--- src/rtl/fb_arbiter.sv ---
// fb_arbiter: schedules the framebuffer RAM between 3x-scaled VGA scanout and Game Boy pixel writes; define FB_ARB_STATS_EN to add stall_count
module fb_arbiter #(
  parameter int X_OFF = 80,
  parameter int Y_OFF = 24
) (
  input  logic        clk,
  input  logic        reset,
  input  logic [9:0]  vga_x,
  input  logic [9:0]  vga_y,
  input  logic        vga_pixel_active,
  input  logic        wr_valid,
  output logic        wr_ready,
  input  logic [7:0]  wr_x,
  input  logic [7:0]  wr_y,
  input  logic [1:0]  wr_data,
  output logic        wr_oob,
  output logic [14:0] fb_addr,
  output logic        fb_we,
  output logic [1:0]  fb_wdata,
  input  logic [1:0]  fb_rdata,
  output logic [1:0]  pix_index,
  output logic        pix_in_window
`ifdef FB_ARB_STATS_EN
  ,
  output logic [15:0] stall_count
`endif
);
  localparam logic [9:0] X_LO = 10'(X_OFF);
  localparam logic [9:0] X_HI = 10'(X_OFF + 480);
  localparam logic [9:0] Y_LO = 10'(Y_OFF);
  localparam logic [9:0] Y_HI = 10'(Y_OFF + 432);
  logic [1:0] sx, sy, sx_c;
  logic [7:0] gx, gy, gx_c;
  logic synced, in_win, read_slot, in_range, win_d1, slot_d1;
  function automatic logic [14:0] lin(input logic [7:0] y, input logic [7:0] x);
    return ({7'd0, y} << 7) + ({7'd0, y} << 5) + {7'd0, x};
  endfunction
  always_comb begin
    in_win = vga_pixel_active && vga_x >= X_LO && vga_x < X_HI && vga_y >= Y_LO && vga_y < Y_HI;
    sx_c = vga_x == X_LO ? 2'd0 : sx;
    gx_c = vga_x == X_LO ? 8'd0 : gx;
    read_slot = synced && in_win && sx_c == 2'd0;
    in_range = wr_x < 8'd160 && wr_y < 8'd144;
    wr_ready = reset || !read_slot;
    fb_addr = reset ? 15'd0 : read_slot ? lin(gy, gx_c) : lin(wr_y, wr_x);
    fb_we = !reset && !read_slot && wr_valid && in_range;
    fb_wdata = reset ? 2'd0 : wr_data;
  end
  always_ff @(posedge clk) begin
    if (reset) begin
      {sx, gx, sy, gy} <= '0;
      {synced, wr_oob, win_d1, slot_d1, pix_in_window} <= '0;
      pix_index <= 2'd0;
    end else begin
      if (vga_y == 10'd0) synced <= 1'b1;
      if (wr_valid && wr_ready && !in_range) wr_oob <= 1'b1;
      if (in_win) begin
        sx <= sx_c == 2'd2 ? 2'd0 : sx_c + 2'd1;
        gx <= sx_c == 2'd2 ? gx_c + 8'd1 : gx_c;
      end
      if (vga_x == 10'd0) begin
        sy <= (vga_y == Y_LO || sy == 2'd2) ? 2'd0 : sy + 2'd1;
        gy <= vga_y == Y_LO ? 8'd0 : (sy == 2'd2 && gy != 8'd143) ? gy + 8'd1 : gy;
      end
      win_d1 <= synced && in_win;
      slot_d1 <= read_slot;
      pix_in_window <= win_d1;
      pix_index <= !win_d1 ? 2'd0 : slot_d1 ? fb_rdata : pix_index;
    end
  end
`ifdef FB_ARB_STATS_EN
  always_ff @(posedge clk)
    stall_count <= (reset || (vga_y == 10'd0 && vga_x == 10'd0)) ? 16'd0 :
                   (wr_valid && !wr_ready && stall_count != 16'hffff) ? stall_count + 16'd1 : stall_count;
`endif
endmodule
--- config.mk ---
export PLATFORM = sky130hd
export DESIGN_NAME = fb_arbiter
export DESIGN_NICKNAME = d
export VERILOG_FILES = /design/src/rtl/fb_arbiter.sv
export SDC_FILE = /design/constraint.sdc
export NUM_CORES = 1
export LEC_CHECK = 0
export ABC_CLOCK_PERIOD_IN_PS = 5300
export CAP_MARGIN = 20
export CORE_MARGIN = 4
export CORE_UTILIZATION = 50
export DETAILED_ROUTE_END_ITERATION = 16
export PLACE_DENSITY_LB_ADDON = 0.1
export RECOVER_POWER = 100
export SKIP_LAST_GASP = 1
export SLEW_MARGIN = 10
export SYNTH_ARGS = -nofsm -noshare
export SYNTH_HDL_FRONTEND = slang
export SYNTH_SLANG_ARGS = --single-unit
--- constraint.sdc ---
create_clock -name clk -period 5.3 [get_ports clk]
set_input_delay 1.06 -clock clk [delete_from_list [all_inputs] [get_ports clk]]
set_output_delay 1.06 -clock clk [all_outputs]
set_load 0.02 [all_outputs]
# After elaboration in Yosys (flattened, before gate mapping)
# Index checks and enable logic that the tools add are counted.
# W data, S select, Z words.
word_totals:
  ram_bits: 0
  latch_bits: 0
  word_cells: 64
  output_inout_bits: 23
  n_memories: 0
  inputBits: 44
  romBits: 0
  reg_bits: 27
op_classes:
  multipliers: 0
  shift: 0
  bitwise_logic: 1
  reduce_logical: 24
  add_sub_neg: 8
  n_mux: 10
  n_lt_le_gt_ge: 6
  n_eq_ne: 5
  div: 0
op_table:
  columns: ["op", "count"]
  rows:
  - ["$mux W8", 4]
  - ["$add A15 B13 Y15", 2]
  - ["$add A15 B8 Y15", 2]
  - ["$mux W15", 2]
  - ["$logic_not A10 Y1", 2]
  - ["$add A8 B1 Y8 const B", 2]
  - ["$lt A8 B8 Y1 const B", 2]
  - ["$logic_and A1 B1 Y1", 13]
  - ["$eq A10 B5 Y1 const B", 1]
  - ["$eq A10 B7 Y1 const B", 1]
  - ["$ge A10 B5 Y1 const B", 1]
  - ["$ge A10 B7 Y1 const B", 1]
  - ["$lt A10 B10 Y1 const B", 1]
  - ["$lt A10 B9 Y1 const B", 1]
  - ["$mux W2", 4]
  - ["$ne A8 B8 Y1 const B", 1]
  - ["$add A2 B1 Y2 const B", 2]
  - ["$eq A2 B2 Y1 const B", 2]
  - ["$logic_not A1 Y1", 3]
  - ["$logic_not A2 Y1", 1]
  - ["$logic_or A1 B1 Y1", 2]
  - ["$reduce_and A2 Y1", 1]
  - ["$reduce_bool A2 Y1", 1]
  - ["$reduce_or A2 Y1", 1]
  - ["$not A1 Y1", 1]

# Longest topological paths before layout
depth:
  ltp_word: 11
  depth_mapped: 12
  ltp_nobuf: 11

# Least setup slack after synthesis
# No wires, ideal clock.
synth_path:
  path_type: "in2out"
  from: "in vga_x[0]"
  to: "out fb_addr[12]"
  cell_stages: 12
  t_required_ns: 4.240
  arrival_ns: 3.740
  path_slack_ns: 0.500
  n_path_buf: 1
  cell_sequence: "nor4_1 -> nand4b_1 -> clkbuf_1 -> and2_1 -> ha_1 -> ha_1 -> fa_1 -> a21oi_1 -> o2111ai_1 -> xor2_1 -> nand3_1 -> a21oi_1"
synth_via:
  elab_chain_cells: 9
  word_cells_on_any_way: 15
  classes_between: "add/sub (1); order compare (2); eq/ne (1); mux (4); reduce/logical (7)"
synth_lines:
  columns: ["element", "line_no", "text"]
  rows:
  - ["from (decl)", "8", "input logic [9:0] vga_x,"]
  - ["parallel branches: the longest is 7 deep, another holds $add A15 B8 Y15", null, null]
  - ["$mux W15 (*) (2 in a row)", "45", "fb_addr = reset ? 15'd0 : read_slot ? lin(gy, gx_c) : lin(wr_y, wr_x);"]
  - ["to (decl)", "17", "output logic [14:0] fb_addr,"]
# Mark *: on every way between the ends.

# Final worst setup path
layout_path:
  from: "in vga_x[3]"
  to: "out fb_addr[14]"
# The elaborated chain is that of the path after synthesis.

==> flow_metrics.py <==
metrics = {
    "sta": {
        "finalSetupTns_ns": 0,
        "period_share": 0.981,
        "worst_pin_slew_ns": 1.40,
        "hold_viol": 0,
        "fin_ws_ns": 0.103,
        "hold_ws_ns": 0.450,
        "max_freq_ghz": 0.192,
        "finalSetupViolCount": 0,
        "max_slew_margin": 0.0575,
        "period_minus_slack_ns": 5.20,
        "finClkSkew_ns": 0.00495,
        "rsz0062_at_grt": "true",
        "report.final.slew_viol_count": 0,
    },
    "synth": {
        "synth_area_leaders": "dfxtp_1, ha_1, a21oi_1",
        "synth_compound_area_frac": 0.230,
        "yosys.area_share.simple": 0.254,
        "synth_warnings": 0,
        "post_synth.cell_area_avg_sq_um": 7.88,
        "synth_top_area_frac": 0.207,
        "synth_seq_cells": 27,
        "synth_top_family_by_area": "simple AND/OR/NAND/NOR gates",
        "syn_inst": 332,
        "synth_seq_area_share": 0.207,
        "synthFlopType": "dfxtp_1",
        "synth_edf_count": 0,
        "yosysTopAreaCell": "dfxtp_1",
        "synth.distinct_cells": 50,
        "muxShareOfSynthArea": 0.0115,
        "syn_area_sq_um": 2620,
        "async_reset_ff_frac": 0,
        "synth_xor_xnor_area_share": 0.0569,
        "synth-adder-area-share": 0.188,
        "syn_nets": 413,
        "synth_commonest_cells": "a21oi_1, ha_1, dfxtp_1",
    },
    "place": {
        "dp_slack_ns": -0.423,
        "dp_cells": 474,
        "gp_congestion": 0.843,
        "dp_hpwl_mm": 5.42,
        "numPortBuffers": 66,
    },
    "clock_network": {
        "cts_max_level": 1,
        "cts_made_buffers": 3,
        "cts_sinks": 27,
        "cts-root-buf": "clkbuf_8",
        "holdBufCountCts": 0,
        "clkLatencyLatePin_ns": 0.28,
        "clkTransAtPathRegs_ns": 0.09,
        "clk_path_buf_depth": 2,
        "cts_tree": "yes",
    },
    "power_and_ir_drop": {
        "p_total_uw": 508,
        "peakVddDrop_uv": 110,
        "p_leak_nw": 1.44,
        "power_density_nw_per_um2": 144,
    },
    "worst_setup_path": {
        "worstPathRequired_ns": 4.24,
        "crit_top_cell": "ha_1",
        "cpMaxStageDelayCell": "clkdlybuf4s50_1",
        "max_stage_delay_ns": 0.43,
        "cp_max_fo": 3,
        "cp_cell_sequence": "clkdlybuf4s50_1, nor4_2, nand4b_1, buf_4, and2_1, ha_1, ha_1, fa_2, a21oi_4, o2111ai_1, a31oi_1, xnor2_1, a22o_1, clkbuf_2",
        "cp-end-kind": "output pin",
        "start_kind": "primary input",
        "critPathKind": "in2out",
        "critical_path_arrival_ns": 4.14,
    },
    "floorplan": {
        "die_area_sq_um": 6450,
        "core_area_sq_um": 5070,
        "initial_utilization": 0.516,
        "rows": 26,
        "ios": 67,
        "die_w_microns": 80.3,
        "dieHeight_microns": 80.3,
    },
    "detailed_routing": {
        "drt.antenna.violating_nets": 0,
        "firstDrtPassIters": 4,
        "vias_per_cell": 5.73,
        "drtIter0Drc": 171,
        "drt_wl_total_mm": 6.98,
        "drc": 0,
        "wire_per_inst_microns": 14.5,
        "via_count": 2758,
    },
    "run_status": {
        "outcome": "completed",
    },
    "layout": {
        "num-fill-cells": 463,
        "layout.nets": 493,
        "syn_to_final_growth_pct": 35.2,
        "antenna_cells": 0,
        "seq_area_sq_um": 541,
        "drive_gt1_frac": 0.124,
        "multiInputGateArea_sq_um": 1980,
        "stdcell_count": 481,
    },
    "grt": {
        "grt_pass1_wl_mm": 11.3,
        "antenna_found_initial": 0,
        "overflow": 0,
        "first_global_vias": 2641,
        "grt_max_degree": 21,
        "grt.total_usage": 0.213,
    },
    "run": {
        "cap_violations": 0,
    },
    "worst_hold_path": {
        "hold_class": "reg2reg",
    },
}
## report_power, final
group / internal [mW] / total, mW / switching (mW) / leakage (nW)
Clock: 0.0534 / 0.121 / 0.0679 / 0.0217
Combinational: 0.0889 / 0.182 / 0.0930 / 1.20
Sequential: 0.204 / 0.205 / 0.000975 / 0.218
## placed cells by master, fill, tap and decap left out, types with 10 or more instances in the layout
| cell type | netlist | layout |
|---|---|---|
| a21oi_1 | 33 | 29 |
| buf_4 | 0 | 17 |
| clkdlybuf4s50_1 | 0 | 42 |
| dfxtp_1 | 27 | 27 |
| dlygate4sd3_1 | 0 | 15 |
| ha_1 | 33 | 33 |
| inv_1 | 24 | 23 |
| nand2_1 | 19 | 19 |
| nand3_1 | 23 | 23 |
| nor2_1 | 22 | 22 |
| nor3_1 | 10 | 10 |
| o21ai_0 | 21 | 23 |
## sequential cells by signal, indices dropped and copies added, names as in the netlist
signal and count:
wr_oob 1, sy 2, gx 8, gy 8, pix_index 2, slot_d1 1, win_d1 1, synced 1
pix_in_window 1, sx 2
## cell families after synthesis
| group | after synthesis |
|---|---|
| AND/OR/NAND/NOR | 118 |
| XOR/XNOR | 17 |
| buffers and inverters | 36 |
| adder cells (fa/ha/maj) | 37 |
| flip-flops | 27 |
| AO/OA/AOI/OAI | 94 |
| multiplexers | 3 |
## repair_timing
item / 4_1_cts / 5_1_grt
gates resized for setup: 12 / 30
setup endpoints to repair: 7 / 7
setup buffers: 0 / 3
pin swaps: 0 / 11
## routing by layer
layer | share of wire | vias up | track usage
li1 | - | 1392 | -
met1 | 0.43 | 1295 | 0.263
met2 | 0.51 | 61 | 0.383
met3 | 0.035 | 10 | 0.0280
met4 | 0.016 | 0 | 0.0642
met5 | 0 | - | 0
## per-stage QoR
step	utilization	area (sq um)
after detailed placement	0.680	3450
after global placement	0.680	3450
after global routing	0.697	3540
final	0.697	3540
after CTS	0.691	3510
after floorplan	-	2620
## cell type report
cell class / count / area share
clock buffer: 3 / 0.0117
clock inverter: 1 / 0.00212
inverter: 24 / 0.0255
multi-input combinational: 269 / 0.559
sequential: 27 / 0.153
tap: 70 / 0.0248
timing repair buffer: 87 / 0.224
## worst paths after layout
| path | from | slack [ns] | to | cells past startpoint |
|---|---|---|---|---|
| min reg2reg | wr_oob$_SDFFE_PP0P_ | 0.45 | wr_oob$_SDFFE_PP0P_ | 2 |
| min | wr_oob$_SDFFE_PP0P_ | 0.45 | wr_oob$_SDFFE_PP0P_ | 2 |
| max | vga_x[3] | 0.10 | fb_addr[14] | 14 |
| max reg2reg | gy[5]$_SDFFE_PP0P_ | 3.04 | gy[3]$_SDFFE_PP0P_ | 5 |
## worst max-delay path: cells and delay by family
kind                       cells  cell delay [ns]
adders and majority gates      3             0.82
and+or+nand+nor                3             0.67
xor gates and xnor gates       1             0.09
buffers and inverters          3             0.76
AOI/OAI and AO/OA              4             0.75
No activity file was read; power rests on OpenSTA's default activity.
